$ cat src/rtl/ram_loader_pkg.sv
// Shared types and defaults for the program-RAM serial loader.
package ram_loader_pkg;
  localparam int RAM_DEPTH       = 16;
  localparam int DEF_ADDR_W      = 4;
  localparam int DEF_DATA_W      = 8;
  localparam int DEF_SYNC_STAGES = 2;

  typedef enum logic [2:0] {
    ST_IDLE   = 3'd0,
    ST_SHIFT  = 3'd1,
    ST_WRITE  = 3'd2,
    ST_READ   = 3'd3,
    ST_CHECK  = 3'd4,
    ST_FINISH = 3'd5
  } state_e;
endpackage

$ cat src/rtl/ram_loader_if.sv
// Write/readback port between the loader (master) and the program RAM (slave).
interface ram_loader_if
  import ram_loader_pkg::*;
#(
  parameter int ADDR_W = DEF_ADDR_W,
  parameter int DATA_W = DEF_DATA_W
);
  logic [ADDR_W-1:0] RAM_ADDR;
  logic [DATA_W-1:0] RAM_DIN;
  logic              RAM_WE;
  logic [DATA_W-1:0] RAM_DOUT;

  modport master (output RAM_ADDR, output RAM_DIN, output RAM_WE, input RAM_DOUT);
  modport slave  (input RAM_ADDR, input RAM_DIN, input RAM_WE, output RAM_DOUT);
endinterface

$ cat src/rtl/ram_loader_sync.sv
// STAGES-deep synchroniser for one asynchronous input, with rise/fall pulses.
module ram_loader_sync #(
  parameter int STAGES = 2
) (
  input  logic clk,
  input  logic rst,
  input  logic async_i,
  output logic sync_o,
  output logic rise_o,
  output logic fall_o
);
  logic [STAGES-1:0] chain_q, chain_d;
  logic              prev_q, prev_d;

  always_comb begin
    chain_d = (chain_q << 1) | STAGES'(async_i);
    prev_d  = chain_q[STAGES-1];
  end

  // Clearing to 0 means a CSn held low across reset is not seen as a new fall.
  always_ff @(posedge clk) begin
    if (rst) begin
      chain_q <= '0;
      prev_q  <= 1'b0;
    end else begin
      chain_q <= chain_d;
      prev_q  <= prev_d;
    end
  end

  assign sync_o = chain_q[STAGES-1];
  assign rise_o = sync_o & ~prev_q;
  assign fall_o = ~sync_o & prev_q;
endmodule

$ cat src/rtl/ram_loader.sv
// Serial-to-RAM program loader; holds the CPU in HALT while it owns the RAM port.
// Readback verification is built only when LOADER_VERIFY_EN is defined.
module ram_loader
  import ram_loader_pkg::*;
#(
  parameter int ADDR_W      = DEF_ADDR_W,
  parameter int DATA_W      = DEF_DATA_W,
  parameter int SYNC_STAGES = DEF_SYNC_STAGES
) (
  input  logic          CLK,
  input  logic          RESET,
  input  logic          PROG_CSn,
  input  logic          PROG_SCK,
  input  logic          PROG_SDI,
  ram_loader_if.master  ram,
  output logic          HALT,
  output logic          LOADED,
  output logic          OVERFLOW,
  output logic          VERIFY_ERR
);
  localparam int BC_W = $clog2(DATA_W);
  localparam logic [BC_W-1:0] LAST_BIT = BC_W'(DATA_W - 1);
  localparam int I_SDI = 0, I_SCK = 1, I_CS = 2;

  logic [2:0] lvl, rise, fall;

  ram_loader_sync #(.STAGES(SYNC_STAGES)) u_sync [2:0] (
    .clk    (CLK),
    .rst    (RESET),
    .async_i({PROG_CSn, PROG_SCK, PROG_SDI}),
    .sync_o (lvl),
    .rise_o (rise),
    .fall_o (fall)
  );

  logic cs_fall, cs_rise, sck_rise, sdi;
  assign cs_fall  = fall[I_CS];
  assign cs_rise  = rise[I_CS];
  assign sck_rise = rise[I_SCK];
  assign sdi      = lvl[I_SDI];

  state_e            state_q, state_d;
  logic [ADDR_W-1:0] addr_q, addr_d, ram_addr_q, ram_addr_d;
  logic [BC_W-1:0]   bitcnt_q, bitcnt_d;
  logic [DATA_W-1:0] sr_q, sr_d, wbuf_q, wbuf_d, shifted;
  logic              ovf_q, ovf_d, fin_pend_q, fin_pend_d, byte_done;
`ifdef LOADER_VERIFY_EN
  logic              verr_q, verr_d;
  wire unused_ok = ^{lvl[I_CS], lvl[I_SCK], rise[I_SDI], fall[I_SCK], fall[I_SDI]};
`else
  wire unused_ok = ^{lvl[I_CS], lvl[I_SCK], rise[I_SDI], fall[I_SCK], fall[I_SDI], ram.RAM_DOUT};
`endif

  always_ff @(posedge CLK) begin
    if (RESET) begin
      state_q    <= ST_IDLE;
      addr_q     <= '0;
      ram_addr_q <= '0;
      bitcnt_q   <= '0;
      sr_q       <= '0;
      wbuf_q     <= '0;
      ovf_q      <= 1'b0;
      fin_pend_q <= 1'b0;
`ifdef LOADER_VERIFY_EN
      verr_q     <= 1'b0;
`endif
    end else begin
      state_q    <= state_d;
      addr_q     <= addr_d;
      ram_addr_q <= ram_addr_d;
      bitcnt_q   <= bitcnt_d;
      sr_q       <= sr_d;
      wbuf_q     <= wbuf_d;
      ovf_q      <= ovf_d;
      fin_pend_q <= fin_pend_d;
`ifdef LOADER_VERIFY_EN
      verr_q     <= verr_d;
`endif
    end
  end

  always_comb begin
    state_d    = state_q;
    addr_d     = addr_q;
    ram_addr_d = ram_addr_q;
    bitcnt_d   = bitcnt_q;
    sr_d       = sr_q;
    wbuf_d     = wbuf_q;
    ovf_d      = ovf_q;
    fin_pend_d = fin_pend_q;
    byte_done  = 1'b0;
    shifted    = {sr_q[DATA_W-2:0], sdi};
`ifdef LOADER_VERIFY_EN
    verr_d     = verr_q;
`endif
    // Shifting is independent of the access states so no SCK edge is dropped.
    if (state_q != ST_IDLE && sck_rise) begin
      sr_d = shifted;
      if (bitcnt_q == LAST_BIT) begin
        bitcnt_d  = '0;
        wbuf_d    = shifted;
        byte_done = 1'b1;
      end else begin
        bitcnt_d  = bitcnt_q + 1'b1;
      end
    end
    case (state_q)
      ST_IDLE: if (cs_fall) begin
        state_d    = ST_SHIFT;
        addr_d     = '0;
        bitcnt_d   = '0;
        ovf_d      = 1'b0;
        fin_pend_d = 1'b0;
`ifdef LOADER_VERIFY_EN
        verr_d     = 1'b0;
`endif
      end
      ST_SHIFT: begin
        if (byte_done) begin
          state_d    = ST_WRITE;
          ram_addr_d = addr_q;
          fin_pend_d = cs_rise;
        end else if (cs_rise) begin
          state_d  = ST_FINISH;
          bitcnt_d = '0;
        end
      end
`ifdef LOADER_VERIFY_EN
      ST_WRITE: begin
        fin_pend_d = fin_pend_q | cs_rise;
        state_d    = ST_READ;
      end
      ST_READ: begin
        fin_pend_d = fin_pend_q | cs_rise;
        state_d    = ST_CHECK;
      end
      ST_CHECK: begin
        if (ram.RAM_DOUT != wbuf_q) verr_d = 1'b1;
        addr_d     = addr_q + 1'b1;
        if (&addr_q) ovf_d = 1'b1;
        fin_pend_d = 1'b0;
        state_d    = (fin_pend_q || cs_rise) ? ST_FINISH : ST_SHIFT;
      end
`else
      ST_WRITE: begin
        addr_d     = addr_q + 1'b1;
        if (&addr_q) ovf_d = 1'b1;
        fin_pend_d = 1'b0;
        state_d    = (fin_pend_q || cs_rise) ? ST_FINISH : ST_SHIFT;
      end
`endif
      ST_FINISH: state_d = ST_IDLE;
      default:   state_d = ST_IDLE;
    endcase
  end

  always_comb begin
    HALT         = (state_q != ST_IDLE);
    LOADED       = (state_q == ST_FINISH);
    OVERFLOW     = ovf_q;
    ram.RAM_WE   = (state_q == ST_WRITE);
    ram.RAM_ADDR = ram_addr_q;
    ram.RAM_DIN  = wbuf_q;
`ifdef LOADER_VERIFY_EN
    VERIFY_ERR   = verr_q;
`else
    VERIFY_ERR   = 1'b0;
`endif
  end
endmodule

$ cat src/flat_wrapper.sv
// flat-port wrapper written by rule: the top's interface ports become plain ports
module ram_loader_flat import ram_loader_pkg::*;
#(
  parameter int ADDR_W      = DEF_ADDR_W,
  parameter int DATA_W      = DEF_DATA_W,
  parameter int SYNC_STAGES = DEF_SYNC_STAGES
)
  (CLK, RESET, PROG_CSn, PROG_SCK, PROG_SDI, HALT, LOADED, OVERFLOW, VERIFY_ERR, ram_RAM_ADDR, ram_RAM_DIN, ram_RAM_WE, ram_RAM_DOUT);
  ram_loader_if #(.ADDR_W(ADDR_W), .DATA_W(DATA_W)) ram_i ();
  input  logic CLK;
  input  logic RESET;
  input  logic PROG_CSn;
  input  logic PROG_SCK;
  input  logic PROG_SDI;
  output logic HALT;
  output logic LOADED;
  output logic OVERFLOW;
  output logic VERIFY_ERR;
  output wire logic [$bits(ram_i.RAM_ADDR)-1:0] ram_RAM_ADDR;
  output wire logic [$bits(ram_i.RAM_DIN)-1:0] ram_RAM_DIN;
  output wire logic [$bits(ram_i.RAM_WE)-1:0] ram_RAM_WE;
  input wire logic [$bits(ram_i.RAM_DOUT)-1:0] ram_RAM_DOUT;
  assign ram_RAM_ADDR = ram_i.RAM_ADDR;
  assign ram_RAM_DIN = ram_i.RAM_DIN;
  assign ram_RAM_WE = ram_i.RAM_WE;
  assign ram_i.RAM_DOUT = ram_RAM_DOUT;
  ram_loader #(.ADDR_W(ADDR_W), .DATA_W(DATA_W), .SYNC_STAGES(SYNC_STAGES)) u_core (.CLK(CLK), .RESET(RESET), .PROG_CSn(PROG_CSn), .PROG_SCK(PROG_SCK), .PROG_SDI(PROG_SDI), .ram(ram_i), .HALT(HALT), .LOADED(LOADED), .OVERFLOW(OVERFLOW), .VERIFY_ERR(VERIFY_ERR));
endmodule
$ cat config.mk
export PLATFORM = sky130hd
export DESIGN_NAME = ram_loader_flat
export DESIGN_NICKNAME = d
export VERILOG_FILES = /design/src/rtl/ram_loader_pkg.sv /design/src/rtl/ram_loader_if.sv /design/src/rtl/ram_loader_sync.sv /design/src/rtl/ram_loader.sv /design/src/flat_wrapper.sv
export SDC_FILE = /design/constraint.sdc
export NUM_CORES = 1
export LEC_CHECK = 0
export BUFFER_PORTS_ARGS = -buffer_cell sky130_fd_sc_hd__buf_2
export CAP_MARGIN = 20
export CORE_ASPECT_RATIO = 0.7
export CORE_MARGIN = 3
export CORE_UTILIZATION = 40
export DETAILED_ROUTE_END_ITERATION = 12
export PLACE_DENSITY = 0.66
export SETUP_SLACK_MARGIN = 0.3
export SYNTH_ARGS = -nofsm -noshare
export SYNTH_HDL_FRONTEND = slang
export SYNTH_HIERARCHICAL = 1
export SYNTH_SLANG_ARGS = --single-unit
$ cat constraint.sdc
create_clock -name CLK -period 2.3 [get_ports CLK]
set_clock_uncertainty 0.2 [all_clocks]
set_input_delay 0.345 -clock CLK [delete_from_list [all_inputs] [get_ports CLK]]
set_output_delay 0.345 -clock CLK [all_outputs]
set_load 0.005 [all_outputs]
==> results of run 1 <==
==> power by group <==
group / switching, W / internal (W) / total [W]
sequential: 0.00000478 / 0.000681 / 0.000686
clock: 0.000231 / 0.000351 / 0.000582
combinational: 0.0000280 / 0.0000139 / 0.0000419
==> metrics by stage <==
| step | power [W] | utilization [%] |
|---|---|---|
| 5_1_grt | 0.00137 | 50.4 |
| 6_report | 0.00131 | 50.4 |
| 2_1_floorplan | 0.000731 | - |
| 3_3_place_gp | 0.000741 | 47.1 |
| 3_5_place_dp | 0.000744 | 47.1 |
| 4_1_cts | 0.00133 | 50.3 |
==> critical path, cell delays in order (launching register included) <==
cell,delay (ps)
dfxtp_2,520
nor3_2,110
inv_2,250
buf_2,180
==> flip-flops by register name, indices dropped and copies added (netlist names) <==
register,flops
u_core/ram.RAM_DIN,8
u_core/sr_q,7
u_core/u_sync/chain_q,6
u_core/addr_q,4
u_core/ram.RAM_ADDR,4
u_core/bitcnt_q,3
u_core/state_q,3
u_core/u_sync/prev_q,2
u_core/OVERFLOW,1
u_core/fin_pend_q,1
==> how the worst max path moves through the flow <==
| stage | from | end | slack, ps | cells past startpoint |
|---|---|---|---|---|
| 3_3_place_gp | u_core/state_q[0]$_SDFFE_PP0P_ | u_core/fin_pend_q$_SDFFE_PP0P_ | 540 | 3 |
| 3_5_place_dp | u_core/u_sync[1]/chain_q[1]$_SDFF_PP0_ | u_core/state_q[2]$_SDFFE_PP0P_ | 420 | 4 |
| 5_1_grt | u_core/state_q[2]$_SDFFE_PP0P_ | HALT | 320 | 3 |
| 4_1_cts | u_core/u_sync[1]/chain_q[1]$_SDFF_PP0_ | u_core/state_q[2]$_SDFFE_PP0P_ | 400 | 4 |
| 2_1_floorplan | u_core/u_sync[1]/chain_q[1]$_SDFF_PP0_ | u_core/state_q[2]$_SDFFE_PP0P_ | 700 | 5 |
| 6_report | u_core/state_q[2]$_SDFFE_PP0P_ | HALT | 410 | 3 |
==> what timing repair did <==
action / CTS / global route
gates resized for setup: 3 / 1
setup endpoints to repair: 3 / 1
buffers inserted: 0 / 0
==> area by class of cell <==
cell class,count,area [um^2]
inverters,4,15.0
flip-flops and latches,39,785
clock buffers,6,82.6
fillers,362,1840
repair buffers,24,130
multi-input cells,126,763
well taps,50,62.6
clock inverters,2,35.0
==> metal layers <==
metal / vias to the layer above / part of all wire [%] / GRT usage, %
met4: 0 / 0.41 / 3.08
met5: - / 0 / 0
met2: 34 / 47 / 23.7
li1: 684 / - / -
met1: 662 / 47 / 20.6
met3: 2 / 5.8 / 5.47
==> qor.yml, run 1 <==
outcome:
  outcome: "finished clean"
route:
  wl_per_cell_um: 13.4
  vias_per_cell: 5.51
  drt_wl_total_um: 3370
  antenna_left: 0
  drtPass1Iterations: 4
  drt_iter0_drc: 93
  vias: 1382
  route.detailed.drc: 0
place:
  gp_congestion: 0.765
  place_ws_ps: 421
  placed_area_um2: 1750
  dpl.hpwl_um: 2330
  port_buffers: 20
  placed_cells: 243
cells_and_area:
  num_antenna_cells: 0
  final_cells: 251
  stdcell_area_um2: 1870
  mostFrequentLayoutCells: "dfxtp_1, a21oi_1, nand3_1"
  drive_gt1_share_pct: 20.4
  finalNetCount: 216
  synthToLayoutAreaGrowth_pct: 15.2
  final_common_cell: "dfxtp_1"
timing:
  fin_crit_ps: 1890
  grt_setup_unrepaired: "no"
  min_period_over_period_pct: 82.0
  hold_violations: 0
  whs_ps: 75.6
  fmax_ghz: 0.530
  worst_slack_ps: 413
  worstMarginPinSlew_ps: 667
  relSlewSlack_pct: 55.5
  maxSlewViolCount: 0
  setup_tns_ps: 0
  finalSetupViolCount: 0
pwr:
  ir_worst_vdd_mv: 0.371
  leakage_nw: 0.708
  p_per_area_nw_per_um2: 699
setup_path:
  worst_setup_path_start_kind: "flip-flop"
  cp_max_fo: 18
  end_kind: "output port"
  critPathKind: "flip-flop to output port"
  r2r_start: "u_core/u_sync[1]/chain_q[1]$_SDFF_PP0_"
  worstPathRequired_ps: 1750
  reg2reg_depth: 4
  cp.arrival_ps: 1340
  r2r_setup_slack_ps: 560
  r2r-end: "u_core/state_q[2]$_SDFFE_PP0P_"
floorplanning:
  die_width_um: 82.2
  die-area_um2: 4880
  rows: 18
  coreArea_um2: 3720
  pin_count: 30
  initial_core_util_pct: 43.8
  dieHeight_um: 59.4
clock_tree:
  clk_pin_slew_ps: 80
  cts.sinks: 39
  cts_hold_buf: 0
  cts_tree: "yes"
  worstSkewPairLatency_ps: 290
  clockBufferDepth: 2
  htree_num_levels: 2
  cts_root_buffer: "clkbuf_8"
  numCtsBuffers: 5
worst_hold_path:
  holdPathStages: 2
  min_from: "PROG_SDI"
  holdPathEnd: "u_core/u_sync[0]/chain_q[0]$_SDFF_PP0_"
  hold_class: "primary input to flip-flop"
grt:
  grt_max_degree: 39
  grt_pass1_vias: 1282
  grt_use_total_pct: 15.3
  grt_pass1_wl_um: 5770
  antenna_found_initial: 0
  overflow: 0
logic_synthesis:
  syn_inst: 182
  synth_fp_nets: 198
  yosysWarnings: 6
  avgSynthCellArea_um2: 8.94
  mappedNetlistArea_um2: 1630
job:
  cap_violations: 0
Power figures use the tool's default switching activity.
==> run 2, diff against run 1 <==
- clock period: 2.3 -> 1.8 ns (I/O delays scaled with it)
==> run 2 against run 1 <==
Clock power increased by 11%. Wire length up 42%. Non-clock buffer count increased by 29. Critical path depth increased by 1. Critical path type unchanged. Largest power group unchanged. Clock-buffer cell count increased by 2. Design area increased by 25%. Register-to-register slack got worse by 400 ps. First-iteration DRC count rose to 3.2 times the previous value. Worst hold slack gained 130 ps. Via count up 19%. Power increased by 24%.
==> qor.yml, run 2 (same netlist as run 1, synthesis figures left out) <==
route:
  route.detailed.drc: 0
  vias: 1643
  drtPass1Iterations: 4
  drt_wl_total_um: 4800
  antenna_left: 0
  drt_iter0_drc: 300
  vias_per_cell: 5.87
  wl_per_cell_um: 17.1
setup_path:
  worstPathRequired_ps: 1330
  slowest_stage: "dfxtp_4"
  crit_buf_inv: 2
  reg2reg_depth: 6
  r2r-end: "u_core/bitcnt_q[0]$_SDFF_PP0_"
  crit_family: "flip-flops"
  cpPeakStageDelay_ps: 350
  worst_setup_path_start_kind: "flip-flop"
  r2r_setup_slack_ps: 160
  cp.arrival_ps: 1200
  timing.critical_path.mode_cell: "buf_6"
  cp_max_fo: 5
  critPathKind: "flip-flop to output port"
  end_kind: "output port"
  path_cells: "buf_6, and2b_1, and2_4, buf_6"
  r2r_start: "u_core/u_sync[1]/chain_q[1]$_SDFF_PP0_"
place:
  port_buffers: 20
  gp_congestion: 0.775
  dpl.hpwl_um: 2440
cells_and_area:
  largest_register_ffs: 8
  multi_input_area_um2: 948
  regArea_um2: 800
  finalNetCount: 245
  num_antenna_cells: 0
  mostFrequentLayoutCells: "dfxtp_1, a21oi_1, buf_4"
  drive_gt1_share_pct: 44.8
  final_common_cell: "dfxtp_1"
  nFillCells: 289
  final_core_utilization_pct: 63.0
  synthToLayoutAreaGrowth_pct: 43.8
pwr:
  p_switching_w: 0.000357
  swShare_pct: 22.0
  ir_worst_vdd_mv: 0.494
  p_seq_share_pct: 53.8
  p_per_area_nw_per_um2: 693
  clkPwrFrac_pct: 39.8
  p_comb_share_pct: 6.4
  internal-power_w: 0.00126
  leakage_nw: 0.881
  total_power_w: 0.00162
clock_tree:
  htree_num_levels: 2
  worstSkewPairLatency_ps: 290
  cts.sinks: 39
  cts_tree: "yes"
  cts_root_buffer: "clkbuf_8"
  clockBufferDepth: 2
  numCtsBuffers: 5
  clk_pin_slew_ps: 70
grt:
  overflow: 0
  grt_use_total_pct: 18.0
  antenna_found_initial: 0
  grt_max_degree: 25
  grt_pass1_wl_um: 6670
  grt_pass1_vias: 1453
timing:
  fin_crit_ps: 1670
  hold_violations: 0
  grt_setup_unrepaired: "yes"
  fmax_ghz: 0.599
  setup_tns_ps: 0
  finalSetupViolCount: 0
  maxSlewViolCount: 0
  min_period_over_period_pct: 92.7
worst_hold_path:
  holdPathEnd: "u_core/u_sync[1]/chain_q[0]$_SDFF_PP0_"
  min_from: "RESET"
  holdPathStages: 2
  hold_class: "primary input to flip-flop"
floorplanning:
  rows: 18
  coreArea_um2: 3720
  dieHeight_um: 59.4
  initial_core_util_pct: 43.8
  die_width_um: 82.2
  pin_count: 30
  die-area_um2: 4880
job:
  cap_violations: 0
outcome:
  outcome: "finished clean"
[run 2: changes by cell type in the layout (fill, tap and decap cells not counted), moves of 5 or more]
cell     previous run  this run
o21ai_1             5        11
o21ai_0            11         1
a21oi_1            26        21
buf_6               0         9
nand3_1            22        16
dfxtp_1            36        30
buf_4               4        21
a21oi_2             0         5
[run 2: metrics by stage]
| stage | hold WS [ps] | cells | setup slack (ps) | cell area [um^2] |
|---|---|---|---|---|
| finish | 204 | 280 | 131 | 2340 |
| global route | 228 | 280 | 103 | 2340 |
| CTS | 202 | 271 | 147 | 2090 |
| detailed placement | 229 | 249 | 145 | 1800 |
| global placement | 221 | 249 | 208 | 1800 |
| floorplan | 142 | 182 | 303 | 1630 |
[run 2: final cells by class]
| class | instances | share of cell area (%) |
|---|---|---|
| sequential | 39 | 34.2 |
| timing repair buffer | 53 | 17.7 |
| multi-input combinational | 126 | 40.5 |
| clock buffer | 8 | 4.28 |
| tap | 50 | 2.67 |
| inverter | 4 | 0.642 |
[run 2: worst max-delay path by stage]
stage                                              start                             end  slack (ps)  cells after the start
after floorplan            u_core/bitcnt_q[0]$_SDFF_PP0_  u_core/state_q[2]$_SDFFE_PP0P_         300                      5
after global placement    u_core/state_q[1]$_SDFFE_PP0P_  u_core/state_q[2]$_SDFFE_PP0P_         210                      3
after detailed placement  u_core/state_q[1]$_SDFFE_PP0P_  u_core/state_q[2]$_SDFFE_PP0P_         150                      3
after CTS                 u_core/state_q[0]$_SDFFE_PP0P_                          LOADED         150                      4
after global routing      u_core/state_q[0]$_SDFFE_PP0P_                          LOADED         100                      4
final                     u_core/state_q[0]$_SDFFE_PP0P_                          LOADED         130                      4
[run 2: power groups by stage]
stage	clock network (W)	logic, W	registers (W)
4_1_cts	0.000654	0.0000811	0.000871
5_1_grt	0.000699	0.000111	0.000873
3_5_place_dp	0	0.0000599	0.000895
2_1_floorplan	0	0.0000425	0.000893
3_3_place_gp	0	0.0000578	0.000895
6_report	0.000646	0.000103	0.000872
[run 2: per-layer routing]
metal,wire [um],up-vias,global-route usage (%)
met5,0,-,0
met3,378,17,4.56
met1,2140,785,25.4
li1,-,746,-
met2,2140,95,25.6
met4,138,0,8.53
[run 2: timing repair]
item	4_1_cts	5_1_grt
pin swaps	6	10
resized for setup	26	49
hold buffers	3	0
gates cloned	0	1
setup buffers	11	8
hold endpoints to repair	3	0
endpoints found under the setup margin	23	33
==> run 3, diff against run 2 <==
- ABC_AREA: unset -> 1
- CORE_MARGIN: 3 -> 4
==> run 3 against run 2 <==
Largest power group unchanged. Combinational power hardly changed. Synthesized area is 4.8% higher. Final cell count is 8.2% higher. Critical path type is now flip-flop to flip-flop. Worst hold slack worse by 2.4 ps. Non-clock buffer count is 15 lower. Sequential cell count stayed put. Design area is 5.1% lower. Largest cell class unchanged.
==> qor.yml, run 3 <==
outcome:
  outcome: "finished clean"
logic_synthesis:
  syn_inst: 209
  avgSynthCellArea_um2: 8.16
  synth_fp_nets: 225
  yosysWarnings: 6
  mappedNetlistArea_um2: 1710
timing:
  worstMarginPinSlew_ps: 506
  maxSlewViolCount: 0
  fmax_ghz: 0.659
  min_period_over_period_pct: 84.3
  setup_tns_ps: 0
  finalSetupViolCount: 0
  relSlewSlack_pct: 66.2
  hold_violations: 0
  fin_crit_ps: 1520
  grt_setup_unrepaired: "yes"
cells_and_area:
  final_core_utilization_pct: 55.2
  num_antenna_cells: 0
  mostFrequentLayoutCells: "dfxtp_1, nor2_1, nand2_1"
  synthToLayoutAreaGrowth_pct: 30.2
  largest_register_ffs: 8
  finalNetCount: 266
  stdcell_area_um2: 2220
  drive_gt1_share_pct: 36.7
  final_common_cell: "dfxtp_1"
floorplanning:
  initial_core_util_pct: 42.4
  dieHeight_um: 62.6
  die_width_um: 86.0
  coreArea_um2: 4020
  pin_count: 30
  rows: 19
  die-area_um2: 5390
clock_tree:
  clk_pin_slew_ps: 70
  cts_root_buffer: "clkbuf_8"
  worstSkewPairLatency_ps: 290
  cts.sinks: 39
  numCtsBuffers: 5
  cts_tree: "yes"
  clockBufferDepth: 2
  htree_num_levels: 2
setup_path:
  worst_setup_path_start_kind: "flip-flop"
  worstPathRequired_ps: 1820
  path_cells: "nor2_4, nand2_8, buf_12, nand2_8, inv_8, o21ai_0, nand3b_1, nor2_1"
  cp_max_fo: 18
  critPathKind: "flip-flop to flip-flop"
  cp.arrival_ps: 1540
  end_kind: "flip-flop"
  cpPeakStageDelay_ps: 370
  timing.critical_path.mode_cell: "nand2_8"
  slowest_stage: "dfxtp_4"
place:
  dpl.hpwl_um: 2140
  port_buffers: 20
  gp_congestion: 0.782
  placed_area_um2: 1870
route:
  drtPass1Iterations: 4
  wl_per_cell_um: 11.8
  drt_wl_total_um: 3580
  vias: 1431
  drt_iter0_drc: 87
  vias_per_cell: 4.72
  route.detailed.drc: 0
  antenna_left: 0
grt:
  overflow: 0
  grt_pass1_vias: 1256
  grt_max_degree: 24
  antenna_found_initial: 0
  grt_pass1_wl_um: 5530
  grt_use_total_pct: 12.7
pwr:
  p_seq_share_pct: 54.1
  clkPwrFrac_pct: 39.4
  swShare_pct: 22.3
  internal-power_w: 0.00126
  leakage_nw: 0.931
  p_switching_w: 0.000362
  p_comb_share_pct: 6.5
  p_per_area_nw_per_um2: 732
  ir_worst_vdd_mv: 0.386
job:
  cap_violations: 0
worst_hold_path:
  hold_class: "flip-flop to flip-flop"
run 3: changes by cell type in the layout (fill, tap and decap cells not counted), sizes merged, moves of 2 or more:
cell / previous run / this run
nand3: 22 / 17
nor2b: 13 / 0
nand2: 12 / 36
inv: 4 / 27
a21oi: 26 / 24
nor3b: 2 / 0
o221ai: 2 / 0
o31ai: 2 / 0
buf: 50 / 35
nor2: 3 / 30
or3b: 3 / 0
run 3: power groups by stage:
stage / sequential (W) / clock, W / combinational, W
6_report: 0.000879 / 0.000640 / 0.000106
5_1_grt: 0.000880 / 0.000697 / 0.000119
4_1_cts: 0.000879 / 0.000671 / 0.0000915
3_5_place_dp: 0.000902 / 0 / 0.0000805
3_3_place_gp: 0.000902 / 0 / 0.0000795
2_1_floorplan: 0.000901 / 0 / 0.0000597
run 3: what timing repair did:
| item | in CTS | in global routing |
|---|---|---|
| setup endpoints to repair | 10 | 25 |
| hold endpoints to repair | 3 | 0 |
| hold buffers | 3 | 0 |
| setup buffers | 4 | 6 |
| resized for setup | 11 | 23 |
| pin swaps | 2 | 10 |
| cloned | 0 | 2 |
run 3: final timing paths:
path	depth (start not counted)	to	startpoint	slack, ps
setup reg to reg	8	u_core/bitcnt_q[0]$_SDFF_PP0_	u_core/state_q[1]$_SDFFE_PP0P_	280
hold / removal	2	u_core/u_sync[2]/chain_q[1]$_SDFF_PP0_	u_core/u_sync[2]/chain_q[0]$_SDFF_PP0_	200
setup / recovery	8	u_core/bitcnt_q[0]$_SDFF_PP0_	u_core/state_q[1]$_SDFFE_PP0P_	280
hold reg to reg	2	u_core/u_sync[2]/chain_q[1]$_SDFF_PP0_	u_core/u_sync[2]/chain_q[0]$_SDFF_PP0_	200
run 3: metrics by stage:
stage / setup slack (ps) / hold WS (ps) / std cells / total power (W)
2_1_floorplan: 300 / 141 / 209 / 0.000961
3_3_place_gp: 268 / 191 / 280 / 0.000982
3_5_place_dp: 244 / 194 / 280 / 0.000983
4_1_cts: 270 / 204 / 295 / 0.00164
5_1_grt: 219 / 220 / 303 / 0.00170
6_report: 283 / 201 / 303 / 0.00162
run 3: area by class of cell:
cell class                      count  area [um^2]
Clock buffer                        8          100
Fill cell                         368         1800
Inverter                           28          120
Multi-Input combinational cell    138          867
Sequential cell                    39          795
Tap cell                           52         65.1
Timing Repair Buffer               38          273
run 3: per-layer routing:
metal / GRT usage (%) / share of wire (%) / vias up
li1: - / - / 759
met1: 17.3 / 53 / 645
met2: 18.5 / 42 / 22
met3: 3.95 / 4.2 / 5
met4: 4.74 / 1.1 / 0
met5: 0 / 0 / -
run 3: critical path, delay by kind of cell (launching register included):
| kind | cells | cell delay (ps) |
|---|---|---|
| AOI/OAI and AO/OA | 1 | 90 |
| buffers and inverters | 2 | 210 |
| DFF | 1 | 370 |
| and+or+nand+nor | 5 | 570 |
